## config.mk

```make
export PLATFORM = sky130hd
export DESIGN_NAME = uart_rx
export DESIGN_NICKNAME = d
export VERILOG_FILES = /design/src/rtl/uart_pkg.sv /design/src/rtl/uart_sync.sv /design/src/rtl/uart_rx.sv
export SDC_FILE = /design/constraint.sdc
export NUM_CORES = 1
export LEC_CHECK = 0
export CAP_MARGIN = 20
export CORE_MARGIN = 10
export CORE_UTILIZATION = 45
export CTS_CLUSTER_DIAMETER = 40
export DETAILED_ROUTE_END_ITERATION = 6
export PLACE_DENSITY = 0.69
export SLEW_MARGIN = 25
export SYNTH_ARGS = -nofsm -noshare
export SYNTH_HDL_FRONTEND = slang
export SYNTH_SLANG_ARGS = --single-unit
export TNS_END_PERCENT = 10
```

## constraint.sdc

```tcl
create_clock -name i_clk -period 4.2 [get_ports i_clk]
set_input_delay 0.63 -clock i_clk [delete_from_list [all_inputs] [get_ports i_clk]]
set_output_delay 0.63 -clock i_clk [all_outputs]
set_load 0.01 [all_outputs]
```

## src/rtl/uart_pkg.sv

```systemverilog
// Shared UART definitions: receiver state encodings and serial line levels.
package uart_pkg;

  // Receiver FSM states. PARITY is only entered when parity checking is built in.
  typedef enum logic [2:0] {
    ST_IDLE      = 3'd0,
    ST_START     = 3'd1,
    ST_DATA      = 3'd2,
    ST_PARITY    = 3'd3,
    ST_STOP      = 3'd4,
    ST_WAIT_HIGH = 3'd5
  } rx_state_t;

  // Level of an idle line (and of a valid stop bit).
  localparam logic LINE_IDLE   = 1'b1;
  // Level of a start bit.
  localparam logic START_LEVEL = 1'b0;

endpackage

```

## src/rtl/uart_sync.sv

```systemverilog
// Two-flop synchroniser for an asynchronous serial line. Both flops reset to
// the idle line level so that reset never looks like a start bit downstream.
module uart_sync
  import uart_pkg::*;
(
  input  logic clk,
  input  logic rst_n,
  input  logic d,
  output logic q
);

  logic meta_reg;
  logic sync_reg;

  // Shift the raw line through two flops; only the second is used downstream.
  always_ff @(posedge clk or negedge rst_n) begin
    if (!rst_n) begin
      meta_reg <= LINE_IDLE;
      sync_reg <= LINE_IDLE;
    end else begin
      meta_reg <= d;
      sync_reg <= meta_reg;
    end
  end

  assign q = sync_reg;

endmodule

```

## src/rtl/uart_rx.sv

```systemverilog
// UART receiver: 1 start bit, DATA_BITS data bits LSB first, optional even
// parity, 1 stop bit. Bits are sampled at mid-bit; received words are offered
// through a valid/read handshake with overrun and framing flags.
// Build option: define UART_RX_PARITY_EN to insert an even-parity bit check.
module uart_rx
  import uart_pkg::*;
#(
  parameter int CLOCK_RATE     = 50000000,
  parameter int BAUD_RATE      = 9600,
  parameter int DATA_BITS      = 8,
  parameter int CYCLES_PER_BIT = CLOCK_RATE / BAUD_RATE
)
(
  input  logic                 i_clk,
  input  logic                 i_rst_n,
  input  logic                 i_rx,
  input  logic                 i_read,
  output logic [DATA_BITS-1:0] o_data,
  output logic                 o_valid,
  output logic                 o_busy,
  output logic                 o_frame_err,
  output logic                 o_overrun,
  output logic                 o_parity_err
);

  localparam int CNT_W = $clog2(CYCLES_PER_BIT);
  localparam int IDX_W = $clog2(DATA_BITS);
  // Loading N-1 gives an N-cycle period ending on the cycle the counter is 0.
  localparam logic [CNT_W-1:0] FULL_LOAD = CNT_W'(CYCLES_PER_BIT - 1);
  localparam logic [CNT_W-1:0] HALF_LOAD = CNT_W'(CYCLES_PER_BIT / 2 - 1);
  localparam logic [IDX_W-1:0] LAST_IDX  = IDX_W'(DATA_BITS - 1);

  logic                 rx_s;
  rx_state_t            state_reg, state_next;
  logic [CNT_W-1:0]     cnt_reg, cnt_next;
  logic [IDX_W-1:0]     idx_reg, idx_next;
  logic [DATA_BITS-1:0] word_reg, word_next;
  logic [DATA_BITS-1:0] data_reg;
  logic                 valid_reg, frame_err_reg, overrun_reg;
  logic                 cnt_zero;
  logic                 deliver;
  logic                 frame_bad;
  logic                 parity_bad;

  uart_sync u_sync (
    .clk   (i_clk),
    .rst_n (i_rst_n),
    .d     (i_rx),
    .q     (rx_s)
  );

  assign cnt_zero = (cnt_reg == '0);

`ifdef UART_RX_PARITY_EN
  logic par_reg, par_next;
  logic parity_err_reg;
  // Even parity: the received parity bit must equal the XOR of the data bits.
  assign parity_bad = deliver && ((^word_reg) != par_reg);
`else
  assign parity_bad = 1'b0;
`endif

  // Next-state logic: bit timing, data assembly and frame checks.
  always_comb begin
    state_next = state_reg;
    cnt_next   = cnt_zero ? cnt_reg : cnt_reg - CNT_W'(1);
    idx_next   = idx_reg;
    word_next  = word_reg;
`ifdef UART_RX_PARITY_EN
    par_next   = par_reg;
`endif
    deliver    = 1'b0;
    frame_bad  = 1'b0;
    case (state_reg)
      ST_IDLE: begin
        if (rx_s == START_LEVEL) begin
          cnt_next   = HALF_LOAD;
          state_next = ST_START;
        end
      end
      ST_START: begin
        if (cnt_zero) begin
          if (rx_s == START_LEVEL) begin
            cnt_next   = FULL_LOAD;
            idx_next   = '0;
            state_next = ST_DATA;
          end else begin
            // Start edge was a glitch: drop back silently.
            state_next = ST_IDLE;
          end
        end
      end
      ST_DATA: begin
        if (cnt_zero) begin
          // Shift in from the MSB side so the first bit ends up at bit 0.
          word_next = {rx_s, word_reg[DATA_BITS-1:1]};
          cnt_next  = FULL_LOAD;
          idx_next  = idx_reg + IDX_W'(1);
          if (idx_reg == LAST_IDX) begin
`ifdef UART_RX_PARITY_EN
            state_next = ST_PARITY;
`else
            state_next = ST_STOP;
`endif
          end
        end
      end
`ifdef UART_RX_PARITY_EN
      ST_PARITY: begin
        if (cnt_zero) begin
          par_next   = rx_s;
          cnt_next   = FULL_LOAD;
          state_next = ST_STOP;
        end
      end
`endif
      ST_STOP: begin
        if (cnt_zero) begin
          // Leave at mid-stop-bit so a following start edge is not missed.
          if (rx_s == LINE_IDLE) begin
            deliver    = 1'b1;
            state_next = ST_IDLE;
          end else begin
            frame_bad  = 1'b1;
            state_next = ST_WAIT_HIGH;
          end
        end
      end
      ST_WAIT_HIGH: begin
        // A held-low line (break) must not be mistaken for a new start bit.
        if (rx_s == LINE_IDLE) begin
          state_next = ST_IDLE;
        end
      end
      default: state_next = ST_IDLE;
    endcase
  end

  // FSM and datapath registers.
  always_ff @(posedge i_clk or negedge i_rst_n) begin
    if (!i_rst_n) begin
      state_reg <= ST_IDLE;
      cnt_reg   <= '0;
      idx_reg   <= '0;
      word_reg  <= '0;
`ifdef UART_RX_PARITY_EN
      par_reg   <= 1'b0;
`endif
    end else begin
      state_reg <= state_next;
      cnt_reg   <= cnt_next;
      idx_reg   <= idx_next;
      word_reg  <= word_next;
`ifdef UART_RX_PARITY_EN
      par_reg   <= par_next;
`endif
    end
  end

  // Output handshake: a delivery beats a coincident read; overrun is sticky.
  always_ff @(posedge i_clk or negedge i_rst_n) begin
    if (!i_rst_n) begin
      data_reg      <= '0;
      valid_reg     <= 1'b0;
      overrun_reg   <= 1'b0;
      frame_err_reg <= 1'b0;
    end else begin
      frame_err_reg <= frame_bad;
      if (deliver) begin
        data_reg  <= word_reg;
        valid_reg <= 1'b1;
        if (valid_reg) begin
          overrun_reg <= !i_read;
        end
      end else if (i_read && valid_reg) begin
        valid_reg   <= 1'b0;
        overrun_reg <= 1'b0;
      end
    end
  end

`ifdef UART_RX_PARITY_EN
  // Parity error pulse, aligned with the delivery of the affected word.
  always_ff @(posedge i_clk or negedge i_rst_n) begin
    if (!i_rst_n) begin
      parity_err_reg <= 1'b0;
    end else begin
      parity_err_reg <= parity_bad;
    end
  end
  assign o_parity_err = parity_err_reg;
`else
  assign o_parity_err = parity_bad;
`endif

  assign o_data      = data_reg;
  assign o_valid     = valid_reg;
  assign o_busy      = (state_reg != ST_IDLE);
  assign o_frame_err = frame_err_reg;
  assign o_overrun   = overrun_reg;

endmodule

```

==> impl_metrics.ini <==
[setup_path]
cp.required_ns = 4.37
reg2reg_from = cnt_reg[0]$_DFF_PN0_
path_cells = inv_1 -> ha_1 -> or3b_1 -> nor4_4 -> inv_2 -> ha_1 -> nand2b_1 -> mux2i_1 -> o21ai_0
cp_data_arrival_time_ns = 3.01
worst-path-buf-inv = 2
cpMaxStageDelayCell = nor4_4
crit_fanout = 13
crit_path_max_incr_delay_ns = 0.59
cpMostUsedCell = ha_1
start_kind = register
crit_family = simple AND/OR/NAND/NOR gates
cp-end-kind = register
cp-startpoint = cnt_reg[0]$_DFF_PN0_
crit_type = register to register

[clock_network]
tritoncts = yes
path_clk_slew_ns = 0.08
clockBufferDepth = 2
cts.sinks = 40
cts_resized = 0
ctsHoldBuffers = 0
clkLatencyLatePin_ns = 0.29
htree_num_levels = 2
cts-root-buf = clkbuf_8
cts_made_buffers = 5
cts_setup_buffers = 0

[global_route]
grt_pass1_wl_um = 6560
grt-ovfl-total = 0
grt_usage = 0.107
grt_antenna_before_repair = 0
grt_pass1_vias = 1353
grt_max_degree = 41

[die]
io-pin-count = 17
start_util = 0.473
die-area_um2 = 7270
die_h_um = 85.3
coreArea_um2 = 4060
num_rows = 23
dieWidth_um = 85.3

[final_layout]
syn2layout_area_growth_pct = 14.2
n_antenna_cell = 0
mostFrequentLayoutCells = dfrtp_1, mux2_2, clkdlybuf4s50_1
final_common_cell = dfrtp_1
final_nets = 191
design_area_um2 = 2190
largest_reg_flops = 13
drive_above_1_share = 0.196

[yosys]
syn_avg_cell_area_um2 = 11.3
synth_fp_nets = 178
netlist_instances = 170
async_reset_ff_frac = 1.00
synth_top_flop_cell = dfrtp_1
yosys_warnings = 0
netlist_area_um2 = 1920
yosysUniqueCellTypes = 48
synth_edf_count = 0
synth-seq-cells = 40
yosysSeqAreaShare = 0.523

[sta]
min_period_over_period = 0.678
skew_ns = 0.00316
tightest_slew_ns = 0.849
fmax_mhz = 351
min_period_ns = 2.85
rsz0062_at_grt = false
max-slew-margin-rel = 0.434
finalHoldViolCount = 0
drv_slew = 0
finalSetupViolCount = 0
tns_ns = 0

[hold_path]
min_from = u_sync.meta_reg$_DFF_PN1_
hp-class = register to register

[placed_design]
dpl.hpwl_um = 2640
port_buffers = 15
gp_congestion = 0.895
placed_area_um2 = 2080

[routing]
highest_layer = met4
antenna_left = 0
drc_errors = 0
totalWireLength_um = 3700
wl_per_cell_um = 15.8
met2RoutedLength_um = 1820
wl_met1_um = 1700
drtPass1Iterations = 4
route.vias.total = 1347
met3_length_um = 149
drt-initial-drc-count = 101
viasPerCell = 5.76

[power]
p_sw_uw = 146
total_power_uw = 715
combPwrFrac = 0.022
p_int_uw = 568
power_leakage_nw = 0.967
clock_power_share = 0.434
seq_power_share = 0.545
swShare = 0.205
power.density_nw_per_um2 = 326
ir_drop_mv = 0.203

[run_status]
outcome = finished clean

[run]
maxCapViolations = 0
## cell type report
cell class,instances,area [um^2]
fill,351,1870
sequential,40,1000
multi-input combinational,115,845
timing repair buffer,15,145
clock buffer,5,68.8
tap,50,62.6
clock inverter,3,42.5
inverter,6,22.5
## power groups by stage
stage	registers (mW)	logic, mW	clock network [mW]
3_5_place_dp	0.397	0.0162	0
3_3_place_gp	0.397	0.0160	0
2_1_floorplan	0.396	0.00552	0
4_1_cts	0.389	0.0163	0.323
6_report	0.389	0.0154	0.310
5_1_grt	0.390	0.0177	0.339
## worst reg2reg max path: cells and delay by family (launching register included)
| family | cells | cell delay [ns] |
|---|---|---|
| AO/OA/AOI/OAI | 1 | 0.09 |
| multiplexers | 1 | 0.12 |
| adder cells (fa/ha/maj) | 2 | 0.53 |
| flip-flops | 1 | 0.42 |
| AND/OR/NAND/NOR | 3 | 1.24 |
| buffers and inverters | 2 | 0.32 |
## worst paths after layout
path	to	slack, ns	depth (start not counted)
worst max-delay path	cnt_reg[0]$_DFF_PN0_	1.35	9
worst min-delay path	u_sync.q$_DFF_PN1_	0.36	0
worst max register to register	cnt_reg[0]$_DFF_PN0_	1.35	9
worst min register to register	u_sync.q$_DFF_PN1_	0.36	0
max in group asynchronous	o_overrun$_DFFE_PN0P_	3.22	1
min in group asynchronous	cnt_reg[3]$_DFF_PN0_	0.44	1
## metal layers
metal	global-route usage	vias up
met5	0	-
met4	0.0389	0
met3	0.0392	4
met2	0.171	24
met1	0.129	662
li1	-	657
## metrics by stage
stage               setup slack [ns]  hold slack (ns)  utilization  std cells
global route                    1.20            0.361        0.540        234
CTS                             1.35            0.359        0.540        234
floorplan                       1.67            0.334            -        170
detailed placement              1.37            0.348        0.512        226
global placement                1.52            0.347        0.512        226
finish                          1.35            0.358        0.540        234
## cells in the mapped netlist, types with 3 or more instances
master / count / share of area
o31ai_1: 3 / 0.012
and3_1: 3 / 0.0098
dfrtp_1: 38 / 0.50
mux2_2: 16 / 0.094
ha_1: 4 / 0.026
inv_1: 5 / 0.0098
nor4_1: 4 / 0.013
nor2_1: 4 / 0.0078
nand2b_1: 3 / 0.0098
a21oi_1: 11 / 0.029
clkbuf_1: 5 / 0.0098
o21ai_0: 7 / 0.018
a31oi_1: 3 / 0.0098
nor3_1: 9 / 0.023
nor2b_1: 7 / 0.023
nand2_1: 6 / 0.012
## cell families (layout without fill, tap and decap cells)
family          count (synthesis)  count (layout)  share of synthesized area
mux                            17              17                     0.0992
flops                          40              40                      0.523
xor+xnor                        2               2                    0.00913
simple gates                   51              51                      0.170
fa+ha+maj                       4               4                     0.0261
other cells                     1               1                    0.00196
buf+inv                        15              29                     0.0365
compound gates                 40              40                      0.134
Note: power is estimated with default switching activity, not from simulation.
